===== config.mk =====
export PLATFORM = sky130hd
export DESIGN_NAME = qdiv_seq_flat
export DESIGN_NICKNAME = d
export VERILOG_FILES = /design/src/rtl/qdiv_pkg.sv /design/src/rtl/qdiv_if.sv /design/src/rtl/qdiv_step.sv /design/src/rtl/qdiv_seq.sv /design/src/flat_wrapper.sv
export SDC_FILE = /design/constraint.sdc
export NUM_CORES = 1
export LEC_CHECK = 0
export CAP_MARGIN = 20
export CORE_ASPECT_RATIO = 1.25
export CORE_MARGIN = 2
export CORE_UTILIZATION = 55
export DETAILED_ROUTE_END_ITERATION = 16
export DONT_BUFFER_PORTS = 1
export HOLD_SLACK_MARGIN = 0.02
export PLACE_DENSITY_LB_ADDON = 0.05
export SKIP_CTS_REPAIR_TIMING = 1
export SLEW_MARGIN = 40
export SYNTH_ARGS = -nofsm -noshare
export SYNTH_HDL_FRONTEND = slang
export SYNTH_SLANG_ARGS = --single-unit

===== constraint.sdc =====
create_clock -name i_clk -period 2.9 [get_ports i_clk]
set_input_delay 0.725 -clock i_clk [delete_from_list [all_inputs] [get_ports i_clk]]
set_output_delay 0.725 -clock i_clk [all_outputs]
set_load 0.01 [all_outputs]

===== src/rtl/qdiv_pkg.sv =====
// qdiv_pkg: shared types and constants for the (N,Q) sequential divider.
// QDIV_ROUND_EN adds one guard iteration for round-to-nearest.
package qdiv_pkg;
   localparam int QDIV_Q = 15;
   localparam int QDIV_N = 32;
   localparam logic [QDIV_N-2:0] QDIV_SAT = '1;

   typedef enum logic [1:0] {
      IDLE,
      BUSY,
      DONE
   } qdiv_state_e;

   function automatic int qdiv_iter(input int n, input int q);
`ifdef QDIV_ROUND_EN
      return n + q;
`else
      return n - 1 + q;
`endif
   endfunction

   function automatic int qdiv_lat(input int n, input int q);
      return qdiv_iter(n, q) + 1;
   endfunction
endpackage


===== src/rtl/qdiv_if.sv =====
// qdiv_if: start/operand request and busy/done/result response of qdiv_seq.
// master drives the request; slave is the divider.
interface qdiv_if
   import qdiv_pkg::*;
#(
   parameter int N = QDIV_N
);
   logic         i_start;
   logic [N-1:0] i_dividend;
   logic [N-1:0] i_divisor;
   logic         o_busy;
   logic         o_done;
   logic [N-1:0] o_result;
   logic         o_ovr;
   logic         o_dbz;

   modport master (
      output i_start, i_dividend, i_divisor,
      input  o_busy, o_done, o_result, o_ovr, o_dbz
   );

   modport slave (
      input  i_start, i_dividend, i_divisor,
      output o_busy, o_done, o_result, o_ovr, o_dbz
   );
endinterface


===== src/rtl/qdiv_step.sv =====
// qdiv_step: one restoring shift/compare/subtract iteration.
// Remainder stays below the divisor, so the shifted value fits N bits.
module qdiv_step #(
   parameter int N = 32
) (
   input  logic [N-1:0] rem_i,
   input  logic         bit_i,
   input  logic [N-2:0] div_i,
   output logic [N-1:0] rem_o,
   output logic         q_o
);
   logic [N-1:0] shifted;
   logic [N-1:0] div_ext;

   assign shifted = {rem_i[N-2:0], bit_i};
   assign div_ext = {1'b0, div_i};
   assign q_o     = (shifted >= div_ext);
   assign rem_o   = q_o ? (shifted - div_ext) : shifted;
endmodule


===== src/rtl/qdiv_seq.sv =====
// qdiv_seq: sequential sign-magnitude (N,Q) restoring divider, one bit/clock.
// QDIV_ROUND_EN adds a guard iteration and rounds the magnitude half-up.
module qdiv_seq
   import qdiv_pkg::*;
#(
   parameter int Q = QDIV_Q,
   parameter int N = QDIV_N
) (
   input logic   i_clk,
   input logic   i_rst_n,
   qdiv_if.slave bus
);
   localparam int ITER = qdiv_iter(N, Q);
   localparam int G    = ITER - (N - 1 + Q);
   localparam int CW   = $clog2(ITER + 1);

   qdiv_state_e   state_q;
   logic [CW-1:0] cnt_q;
   logic [ITER-1:0] num_q;
   logic [ITER-1:0] quot_q;
   logic [N-1:0]  rem_q;
   logic [N-1:0]  rem_d;
   logic [N-2:0]  div_q;
   logic          sign_q;
   logic          qbit;
   logic          busy_q;
   logic          done_q;
   logic [N-1:0]  res_q;
   logic          ovr_q;
   logic          dbz_q;

   qdiv_step #(.N(N)) u_step (
      .rem_i (rem_q),
      .bit_i (num_q[ITER-1]),
      .div_i (div_q),
      .rem_o (rem_d),
      .q_o   (qbit)
   );

   logic         rnd;
   logic         dbz_d;
   logic         ovr_d;
   logic [N-1:0] sum;
   logic [N-2:0] mag_d;

`ifdef QDIV_ROUND_EN
   assign rnd = quot_q[0];
`else
   assign rnd = 1'b0;
`endif

   // Bits above the N-1 magnitude bits, or a rounding carry, saturate.
   assign sum   = {1'b0, quot_q[N-2+G:G]} + {{(N-1){1'b0}}, rnd};
   assign dbz_d = (div_q == '0);
   assign ovr_d = dbz_d | (|quot_q[ITER-1:N-1+G]) | sum[N-1];
   assign mag_d = ovr_d ? {(N-1){1'b1}} : sum[N-2:0];

   always_ff @(posedge i_clk or negedge i_rst_n) begin
      if (!i_rst_n) begin
         state_q <= IDLE;
         cnt_q   <= '0;
         num_q   <= '0;
         quot_q  <= '0;
         rem_q   <= '0;
         div_q   <= '0;
         sign_q  <= 1'b0;
         busy_q  <= 1'b0;
         done_q  <= 1'b0;
         res_q   <= '0;
         ovr_q   <= 1'b0;
         dbz_q   <= 1'b0;
      end else begin
         unique case (state_q)
            IDLE: begin
               done_q <= 1'b0;
               if (bus.i_start) begin
                  num_q   <= {bus.i_dividend[N-2:0], {(Q+G){1'b0}}};
                  div_q   <= bus.i_divisor[N-2:0];
                  sign_q  <= bus.i_dividend[N-1] ^ bus.i_divisor[N-1];
                  rem_q   <= '0;
                  quot_q  <= '0;
                  cnt_q   <= '0;
                  busy_q  <= 1'b1;
                  state_q <= BUSY;
               end
            end
            BUSY: begin
               if (cnt_q == CW'(ITER)) begin
                  res_q   <= {sign_q, mag_d};
                  ovr_q   <= ovr_d;
                  dbz_q   <= dbz_d;
                  busy_q  <= 1'b0;
                  done_q  <= 1'b1;
                  state_q <= DONE;
               end else begin
                  rem_q  <= rem_d;
                  num_q  <= {num_q[ITER-2:0], 1'b0};
                  quot_q <= {quot_q[ITER-2:0], qbit};
                  cnt_q  <= cnt_q + 1'b1;
               end
            end
            DONE: begin
               done_q  <= 1'b0;
               state_q <= IDLE;
            end
            default: state_q <= IDLE;
         endcase
      end
   end

   assign bus.o_busy   = busy_q;
   assign bus.o_done   = done_q;
   assign bus.o_result = res_q;
   assign bus.o_ovr    = ovr_q;
   assign bus.o_dbz    = dbz_q;
endmodule


===== src/flat_wrapper.sv =====
// flat-port wrapper written by rule: the top's interface ports become plain ports
module qdiv_seq_flat import qdiv_pkg::*;
#(
   parameter int Q = QDIV_Q,
   parameter int N = QDIV_N
)
  (i_clk, i_rst_n, bus_i_start, bus_i_dividend, bus_i_divisor, bus_o_busy, bus_o_done, bus_o_result, bus_o_ovr, bus_o_dbz);
  qdiv_if #(.N(N)) bus_i ();
  input logic i_clk;
  input logic i_rst_n;
  input wire logic [$bits(bus_i.i_start)-1:0] bus_i_start;
  input wire logic [$bits(bus_i.i_dividend)-1:0] bus_i_dividend;
  input wire logic [$bits(bus_i.i_divisor)-1:0] bus_i_divisor;
  output wire logic [$bits(bus_i.o_busy)-1:0] bus_o_busy;
  output wire logic [$bits(bus_i.o_done)-1:0] bus_o_done;
  output wire logic [$bits(bus_i.o_result)-1:0] bus_o_result;
  output wire logic [$bits(bus_i.o_ovr)-1:0] bus_o_ovr;
  output wire logic [$bits(bus_i.o_dbz)-1:0] bus_o_dbz;
  assign bus_i.i_start = bus_i_start;
  assign bus_i.i_dividend = bus_i_dividend;
  assign bus_i.i_divisor = bus_i_divisor;
  assign bus_o_busy = bus_i.o_busy;
  assign bus_o_done = bus_i.o_done;
  assign bus_o_result = bus_i.o_result;
  assign bus_o_ovr = bus_i.o_ovr;
  assign bus_o_dbz = bus_i.o_dbz;
  qdiv_seq #(.Q(Q), .N(N)) u_core (.i_clk(i_clk), .i_rst_n(i_rst_n), .bus(bus_i));
endmodule

# Word level (Yosys, flattened, before mapping)
# Index checks and enable logic that the tools add are counted.
[op_classes]
div = 0
n_bitwise = 2
multipliers = 0
order_cmp = 1
n_eq_ne = 6
n_addsub = 2
shift = 0
n_mux = 22
n_reduce_logical = 12
[op_table]
columns = ["operator", "count"]
rows = [
  ["2-to-1 mux 46 bit", 4],
  ["one-hot mux 46 bit (2 select lines)", 2],
  ["2-to-1 mux 31 bit", 4],
  ["one-hot mux 31 bit (2 select lines)", 1],
  [">= comparator 32 x 31 -> 1 bit", 1],
  ["zero test 31 bit", 1],
  ["subtractor 31 bit", 1],
  ["OR reduction 15 bit", 1],
  ["2-to-1 mux 6 bit", 2],
  ["one-hot mux 6 bit (2 select lines)", 1],
  ["AND reduction 2 bit", 4],
  ["adder 6 x 1 -> 6 bit (second input constant)", 1],
  ["== test 6 bit (second input constant)", 1],
  ["AND reduction 3 bit", 2],
  ["2-to-1 mux 2 bit", 2],
  ["!= test 2 bit (second input constant)", 2],
  ["one-hot mux 1 bit (2 select lines)", 2],
  ["one-hot mux 2 bit (2 select lines)", 1],
  ["nonzero test 2 bit", 2],
  ["2-to-1 mux 1 bit", 3],
  ["== test 2 x 1 -> 1 bit (second input constant)", 1],
  ["== test 2 bit (second input constant)", 1],
  ["zero test 2 bit", 1],
  ["!= test 2 x 1 -> 1 bit (second input constant)", 1],
  ["other kinds (3)", 3],
]
[totals]
latchBits = 0
ram_bits = 0
out_inout_bits = 36
wordCells = 57
ff_bits = 199
mem_count = 0
rom_bits = 0

# Longest topological paths before layout
# Gate-level depths: netlist of the first run.
[depth]
word_depth = 4
ltp_mapped = 14

# Modules after synthesis
# From an unflattened synthesis of the first run, not the netlist that was laid out.
[hier_totals]
hier_cells = 1037
hier_area_um2 = 9519.1
[modules_own_cells]
columns = ["mod", "cells_each", "n_inst", "area_each_um2", "seq_area_each_um2"]
rows = [
  ["qdiv_seq", 693, 1, 7340.8, 4629.4],
  ["qdiv_step", 344, 1, 2178.3, 0.0],
]

# Least setup slack after synthesis of the first run
# OpenSTA, ideal clock, no wires.
[synth_path]
path_type = "flip-flop to flip-flop"
startpoint = "reg u_core.num_q[45]"
endpoint = "reg u_core.rem_q[23]"
setup_ns = 0.126
required_time_ns = 2.774
stages_incl_launch_ff = 13
slack_ns = -0.067
t_arrival_ns = 2.841
cell_sequence = "dfrtp_1 -> inv_1 -> ha_1 -> inv_1 -> fa_1 -> a211oi_1 -> o21ai_0 -> a21boi_0 -> o21ai_0 -> o211a_1 -> nand2_1 -> inv_1 -> a221o_1"
[synth_via]
elab_chain_len = 4
elab_cells_between_ends = 5
[synth_lines]
columns = ["element", "line", "text"]
rows = [
  ["from (decl)", "qdiv_seq.sv:19", "logic [ITER-1:0] num_q;"],
  ["from (signal assigned)", "qdiv_seq.sv:77", "num_q <= {bus.i_dividend[N-2:0], {(Q+G){1'b0}}};"],
  ["from (signal assigned)", "qdiv_seq.sv:97", "num_q <= {num_q[ITER-2:0], 1'b0};"],
  ["subtractor 31 bit / >= comparator 32 x 31 -> 1 bit (equally long branches)", "qdiv_step.sv:18, qdiv_step.sv:17", ""],
  ["2-to-1 mux 31 bit *", "qdiv_step.sv:18", "assign rem_o = q_o ? (shifted - div_ext) : shifted;"],
  ["2-to-1 mux 31 bit *", "qdiv_seq.sv:88", "if (cnt_q == CW'(ITER)) begin"],
  ["one-hot mux 31 bit (2 select lines) *", "qdiv_seq.sv:73", "unique case (state_q)"],
  ["to (signal assigned)", "qdiv_seq.sv:96", "rem_q <= rem_d;"],
  ["to (decl)", "qdiv_seq.sv:21", "logic [N-1:0] rem_q;"],
]
# Mark *: on every way between the ends. The rest lies on a longest branch, timed or not. The select of a mux whose other input is x is not followed.
# A chain may end at the register's enable or synchronous reset.

# Worst setup path in the final report of the first run
[layout_path]
startpoint = "reg u_core.rem_q[7]"
endpoint = "reg u_core.rem_q[23]"
[layout_via]
elab_chain_len = 4
elab_cells_between_ends = 5
[layout_lines]
columns = ["element", "line"]
rows = [
  ["subtractor 31 bit / >= comparator 32 x 31 -> 1 bit (equally long branches)", "qdiv_step.sv:18, qdiv_step.sv:17"],
  ["2-to-1 mux 31 bit *", "qdiv_step.sv:18"],
  ["2-to-1 mux 31 bit *", "qdiv_seq.sv:88"],
  ["one-hot mux 31 bit (2 select lines) *", "qdiv_seq.sv:73"],
]
# Marked as above.

==> impl_metrics.toml, run 1 <==
[layout]
nFillCells = 1473
drive_gt1_share_pct = 11.84
final_cells = 1250
area_growth_pct = 12.86
nNetsFinal = 1118
diodes = 0
multi_input_area_sq_um = 4449
final_common_cell = "nand2_1"
regArea_sq_um = 4604
final_cell_mix = "nand2_1 (198), dfrtp_1 (184), o21ai_0 (103), nand3_1 (73), buf_4 (47)"
final_area_sq_um = 10520

[sta]
skew_ns = 0.01371
tightest_slew_ns = 0.7004
fin_tns_setup_ns = 0
hold_violations = 50
slew_headroom_pct = 53.14
holdWs_ns = -0.01756
setup_violations = 0
final_max_slew_viol_count = 0
fmax_mhz = 356.0
period_needed_ns = 2.809
fin_crit_sh_pct = 96.87

[routing]
wl_per_cell_microns = 18.41
vias_per_cell = 5.906
drtPass1Iterations = 4
dr.first_iter.drc_count = 416
vias = 7382
ant_nets = 0
finalWirelength_microns = 23020
drc = 0

[clocking]
clock_path_buffers = 2
numCtsBuffers = 17
clkLatencyLatePin_ns = 0.44
cts_tree = "built"
clk_pin_slew_ns = 0.07
cts_num_sinks = 184
htree_levels = 4
root_buffer = "clkbuf_16"

[global_routing]
antenna_found_initial = 0
grt_pass1_vias = 7547
grt_max_degree = 185
track_usage_pct = 26.28
grt_pass1_wl_microns = 37570
grt-ovfl-total = 0

[run_status]
violations = "negative hold slack"
status = "complete, but fails checks"

[worst_setup_path]
path_delay_family = "simple AND/OR/NAND/NOR gates"
worstPathBufferInverterCount = 1
cp.required_ns = 3.22
slowest_stage = "or4_4"
crit_type = "reg -> reg"
slowest_delay_ns = 0.55
cp-end-kind = "register"
critPathMaxFanout = 8
startpoint_type = "register"
arrival_ns = 3.13
cp_cell_sequence = "ha_1, nand4_1, or3_4, or4_4, nand3_4, o211ai_4, buf_6, and3_1, a221o_1"

[die]
start_util_pct = 55.79
core_sq_um = 16710
die_x_microns = 120.5
die_h_microns = 149.6
row_count = 53
ios = 103
die-area_sq_um = 18010

[synth]
ys_seq_area_share_pct = 49.39
netlist_area_sq_um = 9323
async_flop_share_pct = 100.0
synth-main-ff-cell = "dfrtp_1"
ys_types = 57
yosys_warnings = 0
syn_area_per_cell_sq_um = 9.249
mappedNetlistNets = 1109
synth_edf_count = 0
netlist_instances = 1008
synth-seq-cells = 184

[worst_hold_path]
hp-class = "in -> async"

[placement]
io_buffers = 0
place_area_sq_um = 9711
hpwl_microns = 15610
place.gp.congestion = 0.9621
dpl.cell_count = 1211

[job]
timing.max_cap.violations = 0

[power_and_ir_drop]
p_comb_share_pct = 57.6
p_int_w = 0.009161
switchingPower_w = 0.007265
p_clk_share_pct = 14.2
max-vdd-ir-drop_v = 0.0006493
p_per_area_nw_per_um2 = 1561
switching_share_pct = 44.23
seqPwrFrac_pct = 28.1
leakagePower_nw = 5.032
-- per-layer routing --
metal  wire, microns  up-vias  part of all wire [%]  GRT usage [%]
li1                -     3532                     -              -
met1            9328     3626                    41          31.74
met2           11940      186                    52          45.85
met3            1143       38                   5.0          6.136
met4             608        0                   2.6          9.535
met5               0        -                     0              0
-- flip-flops by register name, indices dropped and copies added (netlist names), 2 cells and up --
signal and cells:
u_core.num_q 31, u_core.div_q 31, u_core.rem_q 31, u_core.bus.o_result 32
u_core.quot_q 46, u_core.cnt_q 6, u_core.state_q 2
-- final timing paths --
kind | start | end | slack (ns) | cells after the start
max in group asynchronous | i_rst_n | u_core.div_q[27]$_DFFE_PN0P_ | 2.61 | 0
hold reg to reg | u_core.num_q[22]$_DFFE_PN0P_ | u_core.num_q[22]$_DFFE_PN0P_ | 0.48 | 2
setup / recovery | u_core.rem_q[7]$_DFFE_PN0P_ | u_core.rem_q[23]$_DFFE_PN0P_ | 0.09 | 9
min in group i_clk | bus_i_divisor[3] | u_core.div_q[3]$_DFFE_PN0P_ | 0.41 | 2
setup reg to reg | u_core.rem_q[7]$_DFFE_PN0P_ | u_core.rem_q[23]$_DFFE_PN0P_ | 0.09 | 9
hold / removal | i_rst_n | u_core.rem_q[29]$_DFFE_PN0P_ | -0.02 | 0
-- final cells by class --
| type | instances | area share, % |
|---|---|---|
| tap | 220 | 2.616 |
| clock buffer | 19 | 4.115 |
| clock inverter | 13 | 1.498 |
| sequential | 184 | 43.76 |
| timing repair buffer | 54 | 4.186 |
| inverter | 43 | 1.534 |
| multi-input combinational | 717 | 42.29 |
-- stage by stage --
stage | hold slack, ns | worst slack [ns] | utilization (%) | total power (W)
finish | -0.01756 | 0.09070 | 62.96 | 0.01643
global route | -0.03222 | -0.01660 | 62.96 | 0.01774
CTS | -0.02467 | -0.008305 | 61.64 | 0.01553
detailed placement | 0.4356 | 0.005750 | 58.11 | 0.01313
global placement | 0.4358 | 0.1340 | 58.11 | 0.01287
floorplan | 0.4294 | 0.05004 | - | 0.01074
-- power by group through the flow --
stage	Clock, W	Sequential [W]	Combinational, W
CTS	0.00238	0.00460	0.00856
floorplan	0	0.00437	0.00637
detailed placement	0	0.00462	0.00851
finish	0.00234	0.00462	0.00947
global placement	0	0.00459	0.00828
global route	0.00248	0.00476	0.0105
-- cell usage after synthesis, drive strengths merged (4+ instances only) --
master,instances,share of area (%)
nand2,201,8.1
dfrtp,184,49
o21ai,115,6.2
nand3,75,4.1
clkbuf,51,2.1
inv,43,1.7
mux2i,41,4.4
nor2,41,1.7
a21oi,37,2.0
ha,33,4.4
o22a,32,3.0
xnor2,16,1.5
buf,13,0.93
xor2,12,1.1
nand4,11,0.74
a21o,10,0.81
nor4,10,0.67
o21bai,9,0.72
a211oi,8,0.70
a32oi,5,0.47
a311oi,4,0.38
a31oi,4,0.27
nor3,4,0.21
or3,4,0.27
-- logic make-up (layout without fill, tap and decap cells) --
logic type	Yosys count	in the layout	share of synthesized area, %
adder cells (fa/ha/maj)	34	34	4.644
XOR/XNOR	28	28	2.630
AO/OA/AOI/OAI	248	248	16.87
multiplexers	43	43	4.644
buffers and inverters	107	129	4.711
flip-flops	184	184	49.39
AND/OR/NAND/NOR	364	364	17.11
Power figures use the tool's default switching activity.
==> inputs of run 2 (changes only) <==
CELL_PAD_IN_SITES_DETAIL_PLACEMENT = 0   (was not set)
CELL_PAD_IN_SITES_GLOBAL_PLACEMENT = 2   (was not set)
CORE_UTILIZATION = 36   (was 55)
SETUP_SLACK_MARGIN = 0.4   (was not set)
==> run 2 against run 1 <==
The run still ends with negative hold slack left. Worst hold slack got worse by 0.0022 ns. Core utilization fell by 20 points. Cell count increased by 9.6%. Clock-buffer cell count rose by 2. Register-to-register slack better by 0.03 ns. First-iteration DRC count is 30% lower. Die area rose by 51%. Sequential share of layout area is 1.8 points lower. Non-clock buffer count grew 5. Largest cell class is now multi-input combinational cells.
==> impl_metrics.toml, run 2 (same netlist as run 1, synthesis figures left out) <==
[sta]
setup_violations = 0
period_needed_ns = 2.776
fin_ws_ns = 0.1239
rsz0062_at_grt = "yes"
final_max_slew_viol_count = 0
holdWs_ns = -0.01976
skew_ns = 0.007325
fin_tns_setup_ns = 0
fin_crit_sh_pct = 95.73
tightest_slew_ns = 0.6912
fmax_mhz = 360.2
slew_headroom_pct = 53.92
hold_violations = 6

[routing]
drc = 0
ant_nets = 0
vias = 7237
dr.first_iter.drc_count = 292
wl_per_cell_microns = 18.74
vias_per_cell = 5.282
finalWirelength_microns = 25670
drtPass1Iterations = 4

[worst_setup_path]
worstRegToRegCells = 12
cp.required_ns = 3.22
startpoint_type = "register"
arrival_ns = 3.09
critPathMaxFanout = 7
crit_type = "reg -> reg"
cp-end-kind = "register"

[clocking]
htree_levels = 4
clk_pin_slew_ns = 0.07
clkLatencyLatePin_ns = 0.44
root_buffer = "clkbuf_16"
cts_tree = "built"
cts_num_sinks = 184
numCtsBuffers = 17
clock_path_buffers = 2

[global_routing]
grt-ovfl-total = 0
grt_pass1_wl_microns = 40300
grt_pass1_vias = 7588
grt_max_degree = 185
antenna_found_initial = 0
track_usage_pct = 18.85

[run_status]
violations = "negative hold slack"
status = "complete, but fails checks"

[layout]
final_cell_mix = "nand2_1 (196), dfrtp_1 (184), o21ai_0 (90), nand3_1 (73), buf_4 (49)"
final_common_cell = "nand2_1"
largest_reg_flops = 46
top_register = "u_core.quot_q"
final_area_sq_um = 10970
drive_gt1_share_pct = 14.88
nNetsFinal = 1123
diodes = 0
area_growth_pct = 17.72
final_cells = 1370
nFillCells = 2517

[placement]
io_buffers = 0
hpwl_microns = 17440
place_ws_ns = 0.06393
dpl.cell_count = 1316
place_area_sq_um = 9856
place.gp.congestion = 0.8212

[die]
row_count = 65
die_x_microns = 147.9
die_h_microns = 183.9
start_util_pct = 36.74
die-area_sq_um = 27210
core_sq_um = 25370
ios = 103

[job]
timing.max_cap.violations = 0

[worst_hold_path]
hp-class = "in -> async"
-- run 2: metal layers --
metal	part of all wire, %	GRT usage [%]	vias up
li1	-	-	3533
met1	41	22.27	3571
met2	52	33.71	109
met3	4.8	4.888	24
met4	2.1	5.524	0
met5	0	0	-
-- run 2: final timing paths --
kind | slack (ns) | endpoint | start
min in group i_clk | 0.40 | u_core.div_q[7]$_DFFE_PN0P_ | bus_i_divisor[7]
hold reg to reg | 0.48 | u_core.num_q[20]$_DFFE_PN0P_ | u_core.num_q[20]$_DFFE_PN0P_
setup / recovery | 0.12 | u_core.rem_q[27]$_DFFE_PN0P_ | u_core.num_q[45]$_DFFE_PN0P_
hold / removal | -0.02 | u_core.div_q[9]$_DFFE_PN0P_ | i_rst_n
max in group asynchronous | 2.40 | u_core.rem_q[12]$_DFFE_PN0P_ | i_rst_n
setup reg to reg | 0.12 | u_core.rem_q[27]$_DFFE_PN0P_ | u_core.num_q[45]$_DFFE_PN0P_
-- run 2: layout make-up --
cell class	count	area [sq um]	area share (%)
multi-input cells	717	4621	42.10
flip-flops and latches	184	4604	41.96
repair buffers	59	538.0	4.903
clock buffers	21	470.5	4.287
well taps	335	419.2	3.819
inverters	43	161.4	1.471
clock inverters	11	160.2	1.459
-- run 2: through the flow --
| step | hold WS [ns] | util [%] |
|---|---|---|
| floorplan | 0.4294 | - |
| global placement | 0.4377 | 38.84 |
| detailed placement | 0.4397 | 38.84 |
| CTS | -0.03795 | 41.33 |
| global route | -0.04345 | 43.25 |
| finish | -0.01976 | 43.25 |
-- run 2: critical path, stage by stage (launching register included) --
cell      delay, ns
dfrtp_1        0.40
inv_1          0.06
ha_2           0.18
inv_2          0.04
fa_2           0.41
a211oi_4       0.25
o21ai_2        0.10
a21boi_2       0.23
o21ai_4        0.11
o211ai_4       0.34
buf_12         0.20
o41ai_4        0.07
a221o_1        0.27
Power of run 2 is left out: the tool's default activity adds up to more than one toggle a clock period on the data nets, which glitch-free logic cannot reach.
==> inputs of run 3 (changes only) <==
CELL_PAD_IN_SITES_DETAIL_PLACEMENT = not set   (was 0)
CELL_PAD_IN_SITES_GLOBAL_PLACEMENT = not set   (was 2)
CORE_UTILIZATION = 55   (was 36)
==> run 3 against run 2 <==
The run still ends with negative hold slack left. Cell count is 8.0% lower. Core utilization is 23 points higher. Die area is 34% lower. Clock skew is 0.0059 ns higher. Register-to-register slack better by 0.03 ns. Largest cell class unchanged.
==> impl_metrics.toml, run 3 (same netlist as run 1, synthesis figures left out) <==
[sta]
fmax_mhz = 364.2
fin_tns_setup_ns = 0
tightest_slew_ns = 0.7379
final_max_slew_viol_count = 0
fin_crit_sh_pct = 94.67
slew_headroom_pct = 50.27
skew_ns = 0.01322
period_needed_ns = 2.745
setup_violations = 0
rsz0062_at_grt = "yes"
hold_violations = 55
fin_ws_ns = 0.1546
holdWs_ns = -0.03330

[clocking]
numCtsBuffers = 17
clock_path_buffers = 2
cts_tree = "built"
clk_pin_slew_ns = 0.08
htree_levels = 4
root_buffer = "clkbuf_16"
clkLatencyLatePin_ns = 0.45
cts_num_sinks = 184

[layout]
final_cells = 1260
largest_reg_flops = 46
diodes = 0
final_common_cell = "nand2_1"
final_cell_mix = "nand2_1 (195), dfrtp_1 (183), o21ai_0 (83), nand3_1 (72), buf_4 (47)"
area_growth_pct = 19.07
drive_gt1_share_pct = 18.65
final_area_sq_um = 11100
top_register = "u_core.quot_q"
nNetsFinal = 1128

[worst_setup_path]
arrival_ns = 3.12
crit_type = "reg -> reg"
worstRegToRegCells = 10
r2r-start = "u_core.rem_q[8]$_DFFE_PN0P_"
rrSetupSlack_ns = 0.15
cp.required_ns = 3.27
r2r-end = "u_core.rem_q[4]$_DFFE_PN0P_"
critPathMaxFanout = 7
cp-end-kind = "register"
startpoint_type = "register"

[worst_hold_path]
hp-class = "in -> async"

[routing]
dr.first_iter.drc_count = 391
vias_per_cell = 5.906
finalWirelength_microns = 23770
ant_nets = 0
wl_per_cell_microns = 18.86
drtPass1Iterations = 5
vias = 7442
drc = 0

[job]
timing.max_cap.violations = 0

[placement]
hpwl_microns = 15910
dpl.cell_count = 1205
place_area_sq_um = 9742
place.gp.congestion = 0.9415
place_ws_ns = 0.002398
io_buffers = 0

[global_routing]
track_usage_pct = 26.06
grt_pass1_wl_microns = 36990
grt-ovfl-total = 0
antenna_found_initial = 0
grt_pass1_vias = 7346
grt_max_degree = 185

[run_status]
violations = "negative hold slack"
status = "complete, but fails checks"

[die]
ios = 103
core_sq_um = 16710
die-area_sq_um = 18010
start_util_pct = 55.79
die_x_microns = 120.5
row_count = 53
die_h_microns = 149.6
-- run 3: changes by cell type in the layout (fill, tap and decap cells not counted), moves of 4 or more --
cell	delta
a21oi_2	+9
a21oi_1	-10
nor2_1	-8
nor2_4	+6
o21ai_0	-7
o21ai_1	+6
clkinv_8	+6
buf_6	+4
-- run 3: worst max-delay path by stage --
stage                              endpoint                    startpoint  depth (start not counted)
2_1_floorplan  u_core.rem_q[23]$_DFFE_PN0P_   u_core.rem_q[7]$_DFFE_PN0P_                         10
4_1_cts        u_core.rem_q[23]$_DFFE_PN0P_   u_core.div_q[9]$_DFFE_PN0P_                         10
3_5_place_dp   u_core.rem_q[23]$_DFFE_PN0P_   u_core.div_q[9]$_DFFE_PN0P_                         10
6_report        u_core.rem_q[4]$_DFFE_PN0P_   u_core.rem_q[8]$_DFFE_PN0P_                         10
3_3_place_gp   u_core.rem_q[23]$_DFFE_PN0P_   u_core.div_q[9]$_DFFE_PN0P_                         10
5_1_grt         u_core.rem_q[3]$_DFFE_PN0P_  u_core.num_q[45]$_DFFE_PN0P_                         15
-- run 3: per-layer routing --
layer | vias to the layer above | GRT usage (%) | share of wire [%]
li1 | 3559 | - | -
met1 | 3651 | 32.90 | 42
met2 | 192 | 44.07 | 50
met3 | 40 | 5.945 | 5.4
met4 | 0 | 9.186 | 2.5
met5 | - | 0 | 0
-- run 3: layout make-up --
class | instances | area (sq um)
Inverter | 43 | 161.4
Multi-Input combinational cell | 718 | 4837
Clock inverter | 15 | 192.7
Fill cell | 1367 | 5610
Clock buffer | 17 | 425.4
Tap cell | 220 | 275.3
Timing Repair Buffer | 63 | 603.1
Sequential cell | 184 | 4606
-- run 3: through the flow --
step / utilization [%] / hold WS [ns]
finish: 66.43 / -0.03330
global route: 66.43 / -0.05253
CTS: 61.99 / -0.04580
detailed placement: 58.30 / 0.4343
global placement: 58.30 / 0.4336
floorplan: - / 0.4294
-- run 3: critical path, stage by stage, from the launching register on --
cell	delay, ns
dfrtp_1	0.43
ha_4	0.31
nand4_1	0.13
or3_4	0.37
or4_4	0.45
nand3_4	0.12
o211ai_4	0.10
buf_12	0.19
clkbuf_16	0.16
o31a_1	0.28
o21ai_1	0.12
Power of run 3 is left out for the same reason.
